File: src/rtl/serial_adder_if.sv
// Operand/result bundle for the bit-serial adder; the requester drives the
// operands and start, the adder drives status and result.
interface serial_adder_if #(
  parameter int WIDTH = 8
);
  logic             start;
  logic [WIDTH-1:0] a;
  logic [WIDTH-1:0] b;
  logic             cin;
  logic             sub;
  logic             busy;
  logic             done;
  logic [WIDTH-1:0] sum;
  logic             carry;
  logic             overflow;

  modport master (
    output start, a, b, cin, sub,
    input  busy, done, sum, carry, overflow
  );

  modport slave (
    input  start, a, b, cin, sub,
    output busy, done, sum, carry, overflow
  );
endinterface

File: src/rtl/serial_adder.sv
// Bit-serial adder/subtractor: one full-adder slice plus a carry flop walks
// the operands LSB first, one bit per clock, and publishes the word on completion.
module serial_adder #(
  parameter int WIDTH = 8
) (
  input  logic           clk,
  input  logic           rst,
  serial_adder_if.slave  bus
);

  localparam int CNT_W = (WIDTH > 2) ? $clog2(WIDTH) : 1;

  typedef enum logic [1:0] {IDLE, RUN, DONE} state_t;

  state_t           r_state;
  logic [WIDTH-1:0] r_a;
  logic [WIDTH-1:0] r_b;
  logic [WIDTH-1:0] r_res;
  logic [WIDTH-1:0] r_sum;
  logic [CNT_W-1:0] r_cnt;
  logic             r_c;
  logic             r_carry;
  logic             r_ovf;
  logic             r_busy;
  logic             r_done;

  logic             w_s;
  logic             w_cn;
  logic             w_last;
  logic [WIDTH-1:0] w_res_next;

  // Returns {carry_out, sum} of a single full-adder slice.
  function automatic logic [1:0] full_add(input logic x, input logic y, input logic ci);
    return {(x & y) | (x & ci) | (y & ci), x ^ y ^ ci};
  endfunction

  assign {w_cn, w_s} = full_add(r_a[0], r_b[0], r_c);
  assign w_last      = (r_cnt == CNT_W'(WIDTH - 1));
  assign w_res_next  = {w_s, r_res[WIDTH-1:1]};

  // busy/done trail the state by one cycle, so the DONE state can already
  // accept the next start while done is presented on the following cycle.
  always_ff @(posedge clk) begin
    if (rst) begin
      r_state <= IDLE;
      r_a     <= '0;
      r_b     <= '0;
      r_res   <= '0;
      r_sum   <= '0;
      r_cnt   <= '0;
      r_c     <= 1'b0;
      r_carry <= 1'b0;
      r_ovf   <= 1'b0;
      r_busy  <= 1'b0;
      r_done  <= 1'b0;
    end else begin
      r_busy <= (r_state == RUN);
      r_done <= (r_state == DONE);
      case (r_state)
        IDLE, DONE: begin
          if (bus.start) begin
            r_a     <= bus.a;
            r_b     <= bus.sub ? ~bus.b : bus.b;
            r_c     <= bus.sub ? ~bus.cin : bus.cin;
            r_cnt   <= '0;
            r_state <= RUN;
          end else begin
            r_state <= IDLE;
          end
        end
        RUN: begin
          r_res <= w_res_next;
          r_a   <= r_a >> 1;
          r_b   <= r_b >> 1;
          r_c   <= w_cn;
          r_cnt <= r_cnt + 1'b1;
          if (w_last) begin
            // r_c is still the carry into the MSB here
            r_sum   <= w_res_next;
            r_carry <= w_cn;
            r_ovf   <= r_c ^ w_cn;
            r_state <= DONE;
          end
        end
        default: r_state <= IDLE;
      endcase
    end
  end

  assign bus.busy     = r_busy;
  assign bus.done     = r_done;
  assign bus.sum      = r_sum;
  assign bus.carry    = r_carry;
  assign bus.overflow = r_ovf;

endmodule

File: src/flat_wrapper.sv
// flat-port wrapper written by rule: the top's interface ports become plain ports
module serial_adder_flat 
#(
  parameter int WIDTH = 8
)
  (clk, rst, bus_start, bus_a, bus_b, bus_cin, bus_sub, bus_busy, bus_done, bus_sum, bus_carry, bus_overflow);
  serial_adder_if #(.WIDTH(WIDTH)) bus_i ();
  input  logic clk;
  input  logic rst;
  input wire logic [$bits(bus_i.start)-1:0] bus_start;
  input wire logic [$bits(bus_i.a)-1:0] bus_a;
  input wire logic [$bits(bus_i.b)-1:0] bus_b;
  input wire logic [$bits(bus_i.cin)-1:0] bus_cin;
  input wire logic [$bits(bus_i.sub)-1:0] bus_sub;
  output wire logic [$bits(bus_i.busy)-1:0] bus_busy;
  output wire logic [$bits(bus_i.done)-1:0] bus_done;
  output wire logic [$bits(bus_i.sum)-1:0] bus_sum;
  output wire logic [$bits(bus_i.carry)-1:0] bus_carry;
  output wire logic [$bits(bus_i.overflow)-1:0] bus_overflow;
  assign bus_i.start = bus_start;
  assign bus_i.a = bus_a;
  assign bus_i.b = bus_b;
  assign bus_i.cin = bus_cin;
  assign bus_i.sub = bus_sub;
  assign bus_busy = bus_i.busy;
  assign bus_done = bus_i.done;
  assign bus_sum = bus_i.sum;
  assign bus_carry = bus_i.carry;
  assign bus_overflow = bus_i.overflow;
  serial_adder #(.WIDTH(WIDTH)) u_core (.clk(clk), .rst(rst), .bus(bus_i));
endmodule
File: config.mk
export PLATFORM = sky130hd
export DESIGN_NAME = serial_adder_flat
export DESIGN_NICKNAME = d
export VERILOG_FILES = /design/src/rtl/serial_adder_if.sv /design/src/rtl/serial_adder.sv /design/src/flat_wrapper.sv
export SDC_FILE = /design/constraint.sdc
export NUM_CORES = 1
export LEC_CHECK = 0
export ABC_AREA = 1
export CAP_MARGIN = 20
export CORE_MARGIN = 8
export CORE_UTILIZATION = 54
export DETAILED_ROUTE_END_ITERATION = 10
export PLACE_DENSITY = 0.82
export SLEW_MARGIN = 20
export SYNTH_ARGS = -nofsm -noshare
export SYNTH_HDL_FRONTEND = slang
export SYNTH_SLANG_ARGS = --single-unit
File: constraint.sdc
create_clock -name clk -period 2.2 [get_ports clk]
set_clock_uncertainty 0.1 [all_clocks]
set_input_delay 0.44 -clock clk [delete_from_list [all_inputs] [get_ports clk]]
set_output_delay 0.44 -clock clk [all_outputs]
set_load 0.005 [all_outputs]
======== Word level (Yosys, flattened, before mapping) ========
Index checks and enable logic that the tools add are counted.
Widths: inputs -> output; s select.
operators by class
  add/sub/neg operators ................... 1
  $mul .................................... 0
  divide/modulo/power cells ............... 0
  $lt $le $gt $ge ......................... 0
  equality and inequality tests ........... 5
  shift-type cells ........................ 0
  muxes and demuxes ....................... 13
  bitwise logic cells ..................... 10
  reductions and logical operators ........ 5
operators by type and width
  kind                 number
  $pmux 8 s2           2
  $mux 8               3
  $not 8->8            1
  $pmux 3 s2           1
  $pmux 2 s2           1
  $reduce_and 2->1     2
  $add 3x1->3 const B  1
  $and 1x1->1          3
  $eq 3x3->1 const B   1
  $mux 1               3
  $mux 3               1
  $xor 1x1->1          3
  $eq 2x1->1 const B   1
  $eq 2x2->1 const B   1
  $logic_not 2->1      1
  $mux 2               1
  $ne 2x1->1 const B   1
  $ne 2x2->1 const B   1
  $or 1x1->1           2
  $pmux 1 s2           1
  $reduce_bool 2->1    1
  $reduce_or 2->1      1
  $not 1->1            1
storage, ports and cells
  bits in registers ....................... 42
  bits in latches ......................... 0
  RAM bits ................................ 0
  memory bits (read-only) ................. 0
  output and inout bits ................... 12
  memories ................................ 0

======== Longest topological paths before layout ========
  word-level depth ........................ 4
  depth in mapped cells ................... 8
  mapped depth without buffers ............ 8

======== Least setup slack after synthesis ========
OpenSTA, ideal clock, no wires.
  path kind ............................... register to register
  start point ............................. register u_core.r_c
  end point ............................... register u_core.r_ovf (netlist: u_core.bus.overflow)
  library setup time ...................... 0.116 ns
  data arrival time ....................... 1.092 ns
  path slack .............................. 0.893 ns
  cell stages (with the launch flop) ...... 5
  clock period less this slack ............ 1.307 ns
  cell sequence ........................... dfxtp_1 -> fa_1 -> xor2_1 -> nor2_1 -> nor2_1
between the ends
  cells in the longest elaborated chain, start to end .. 4
RTL lines
  element                 RTL line            source
  start, declared         serial_adder.sv:21  logic r_c;
  start signal, assigned  serial_adder.sv:64  r_c <= bus.sub ? ~bus.cin : bus.cin;
  start signal, assigned  serial_adder.sv:75  r_c <= w_cn;
  $and 1x1->1             serial_adder.sv:34  return {(x & y) | (x & ci) | (y & ci), x ^ y ^ ci};
  $or 1x1->1              serial_adder.sv:34
  $or 1x1->1 *            serial_adder.sv:34
  named net u_core.w_cn   serial_adder.sv:28  logic w_cn;
  $xor 1x1->1 *           serial_adder.sv:81  r_ovf <= r_c ^ w_cn;
  end signal, assigned    serial_adder.sv:81
  end, declared           serial_adder.sv:23  logic r_ovf;
The timed path passes the listed nets; every way through them passes the cells marked *.
A chain may end at the register's enable or synchronous reset.

======== Worst setup path in the final report ========
  start point ............................. register u_core.r_carry (netlist: u_core.bus.carry)
  end point ............................... output port bus_carry
RTL lines
  element                 RTL line            source
  start, declared         serial_adder.sv:22  logic r_carry;
  start signal, assigned  serial_adder.sv:80  r_carry <= w_cn;
  end, declared           flat_wrapper.sv:18  output wire logic [$bits(bus_i.carry)-1:0] bus_carry;
No word-level cell between the ends.

==> impl_metrics.py <==
metrics = {
    "critical_path": {
        "worstPathArrival_ns": 1.22,
        "endpoint": "bus_carry",
        "crit_fanout": 2,
        "critPathLaunch": "u_core.bus.carry$_SDFFE_PP0P_",
        "path_cells": "clkdlybuf4s50_1",
        "crit_family": "buffers and inverters",
        "endpoint_kind": "primary output",
        "worstSetupPathType": "flip-flop to primary output",
        "worstPathRequired_ns": 1.66,
        "cp-start-kind": "flip-flop",
        "cpPeakStageDelay_ns": 0.51,
        "reg2reg_slack_ns": 0.62,
        "crit_cells": 1,
        "cp_slowest_cell": "clkdlybuf4s50_1",
        "rr_startpoint": "u_core.r_state[1]$_SDFFE_PP0P_",
        "r2r_cells": 6,
        "path_buf_inv": 1,
        "rr_endpoint": "u_core.r_a[5]$_SDFFE_PP0P_",
    },
    "power_and_ir_drop": {
        "seqPwrFrac": 0.581,
        "swShare": 0.289,
        "power-per-cell-area_mw_per_mm2": 647,
        "clkPwrFrac": 0.261,
        "power.switching_mw": 0.407,
        "p_int_mw": 1.00,
        "p_leak_nw": 1.05,
        "peakVddDrop_v": 0.000397,
        "comb_power_share": 0.158,
    },
    "sta": {
        "fin_ws_ns": 0.442,
        "setup_viol": 0,
        "worst_pin_slew_ns": 0.530,
        "relSlewSlack": 0.646,
        "drv_slew": 0,
        "fin_setup_tns_ns": 0,
        "max_freq_mhz": 569,
        "period_minus_slack_ns": 1.76,
        "hold_slack_ns": 0.372,
        "min_period_over_period": 0.799,
        "hold_violations": 0,
        "grt_setup_unrepaired": "no",
    },
    "placed_design": {
        "pre_cts_slack_ns": 0.345,
        "place.gp.congestion": 0.730,
        "placed_area_mm2": 0.00212,
        "portBuffers": 32,
        "hpwl_um": 2500,
    },
    "final_layout": {
        "multi_input_area_um2": 787,
        "area_delta_synth_final_pct": 22.0,
        "drive_gt1_frac": 0.0625,
        "layout.nets": 311,
        "fin_area_mm2": 0.00218,
        "fill_cells": 313,
        "utilization": 0.669,
        "diodes": 0,
        "register_area_um2": 821,
        "final_common_cell": "nand2_1",
        "mostFrequentLayoutCells": "nand2_1 (81), dfxtp_1 (41), clkdlybuf4s50_1 (32)",
    },
    "grt": {
        "antenna_found_initial": 0,
        "grt_pass1_vias": 1478,
        "grt_usage": 0.141,
        "grt_pass1_wl_um": 6120,
        "grt_start_max_net_pins": 29,
        "grt_overflow": 0,
    },
    "floorplan": {
        "die_y_um": 73.5,
        "initial_core_util": 0.548,
        "ioPinCount": 33,
        "core_area_mm2": 0.00326,
        "die_w_um": 73.5,
        "dieArea_mm2": 0.00541,
        "rows": 21,
    },
    "cts": {
        "cts-resized-gates": 0,
        "clk_latency_ns": 0.36,
        "h-tree-depth": 2,
        "root_buffer": "clkbuf_4",
        "cts-hold-fix-buffers": 0,
        "clkTransAtPathRegs_ns": 0.12,
        "cts_tree": "done",
        "cts_max_path_buffers": 2,
        "cts_buffers": 5,
        "cts_setup_buffers": 0,
        "clock_sinks": 41,
    },
    "route": {
        "drt-total-wl_um": 3530,
        "drc": 0,
        "dr_total_vias": 1602,
        "wl_per_cell_um": 10.6,
        "drt_iter0_drc": 130,
        "ant_nets": 0,
        "vias_per_cell": 4.80,
        "dr.pass1.iters": 4,
    },
    "synth": {
        "synthCells": 255,
        "seq_area_frac_synth": 0.459,
        "yosysUniqueCellTypes": 23,
        "netlist_area_mm2": 0.00179,
        "postSynthAreaPerCell_um2": 7.01,
        "syn-num-nets": 279,
        "synth-seq-cells": 41,
        "yosysWarnings": 0,
    },
    "job": {
        "drv_cap": 0,
    },
    "status": {
        "status": "completed",
    },
    "worst_hold_path": {
        "min_path_type": "flip-flop to flip-flop",
        "min_from": "u_core.bus.sum[3]$_SDFFE_PP0P_",
    },
}
[Yosys cell counts (all sizes together)]
| cell type | count | share of area |
|---|---|---|
| a21oi | 12 | 0.034 |
| buf | 7 | 0.027 |
| clkbuf | 2 | 0.0042 |
| dfxtp | 41 | 0.46 |
| fa | 1 | 0.011 |
| ha | 2 | 0.014 |
| inv | 33 | 0.069 |
| nand2 | 83 | 0.18 |
| nand3 | 27 | 0.076 |
| nor2 | 29 | 0.071 |
| nor3 | 1 | 0.0028 |
| o21ai | 14 | 0.039 |
| o22ai | 1 | 0.0035 |
| xor2 | 2 | 0.0098 |
[logic make-up after synthesis]
group	synth area share
xor gates and xnor gates	0.00981
DFF	0.459
buffers and inverters	0.100
and+or+nand+nor	0.329
AOI/OAI and AO/OA	0.0763
adders and majority gates	0.0252
[metrics by stage]
stage | power, mW | std cells
global placement | 1.05 | 326
detailed placement | 1.06 | 326
global route | 1.49 | 334
finish | 1.41 | 334
floorplan | 0.990 | 255
CTS | 1.42 | 334
[registers in the layout, summed over array words and instances, names as in the netlist]
name                 cells
u_core.bus.busy          1
u_core.bus.carry         1
u_core.bus.done          1
u_core.bus.overflow      1
u_core.bus.sum           8
u_core.r_a               8
u_core.r_b               8
u_core.r_c               1
u_core.r_cnt             3
u_core.r_res             7
u_core.r_state           2
[per-layer routing]
metal / vias to the layer above / share of wire / GRT usage
li1: 852 / - / -
met1: 700 / 0.47 / 0.168
met2: 39 / 0.45 / 0.219
met3: 11 / 0.055 / 0.0437
met4: 0 / 0.028 / 0.0776
met5: - / 0 / 0
[worst min-delay path by stage]
stage | to | slack [ns] | depth (start not counted)
final | u_core.bus.sum[3]$_SDFFE_PP0P_ | 0.37 | 2
after detailed placement | u_core.bus.carry$_SDFFE_PP0P_ | 0.35 | 2
after CTS | u_core.bus.carry$_SDFFE_PP0P_ | 0.37 | 2
after global routing | u_core.r_a[1]$_SDFFE_PP0P_ | 0.40 | 2
after global placement | u_core.r_cnt[0]$_SDFFE_PP0P_ | 0.35 | 1
after floorplan | u_core.r_cnt[0]$_SDFFE_PP0P_ | 0.33 | 1
[power groups by stage]
stage / Combinational [mW] / Sequential [mW] / Clock (mW)
2_1_floorplan: 0.162 / 0.828 / 0
3_3_place_gp: 0.218 / 0.834 / 0
3_5_place_dp: 0.224 / 0.836 / 0
4_1_cts: 0.225 / 0.820 / 0.375
5_1_grt: 0.256 / 0.827 / 0.408
6_report: 0.223 / 0.820 / 0.368
[worst reg2reg max path, stage by stage, from the launching register on]
cell and delay (ns):
dfxtp_1 0.41, inv_1 0.09, nand2_2 0.26, nand2_1 0.13, inv_1 0.29, nand2_1 0.09, a21oi_1 0.16
[layout make-up]
| class | instances | share of cell area |
|---|---|---|
| Clock buffer | 5 | 0.0172 |
| Tap cell | 46 | 0.0264 |
| Sequential cell | 41 | 0.377 |
| Inverter | 33 | 0.0568 |
| Timing Repair Buffer | 34 | 0.154 |
| Multi-Input combinational cell | 172 | 0.361 |
| Clock inverter | 3 | 0.00804 |
Note: power is estimated with default switching activity, not from simulation.
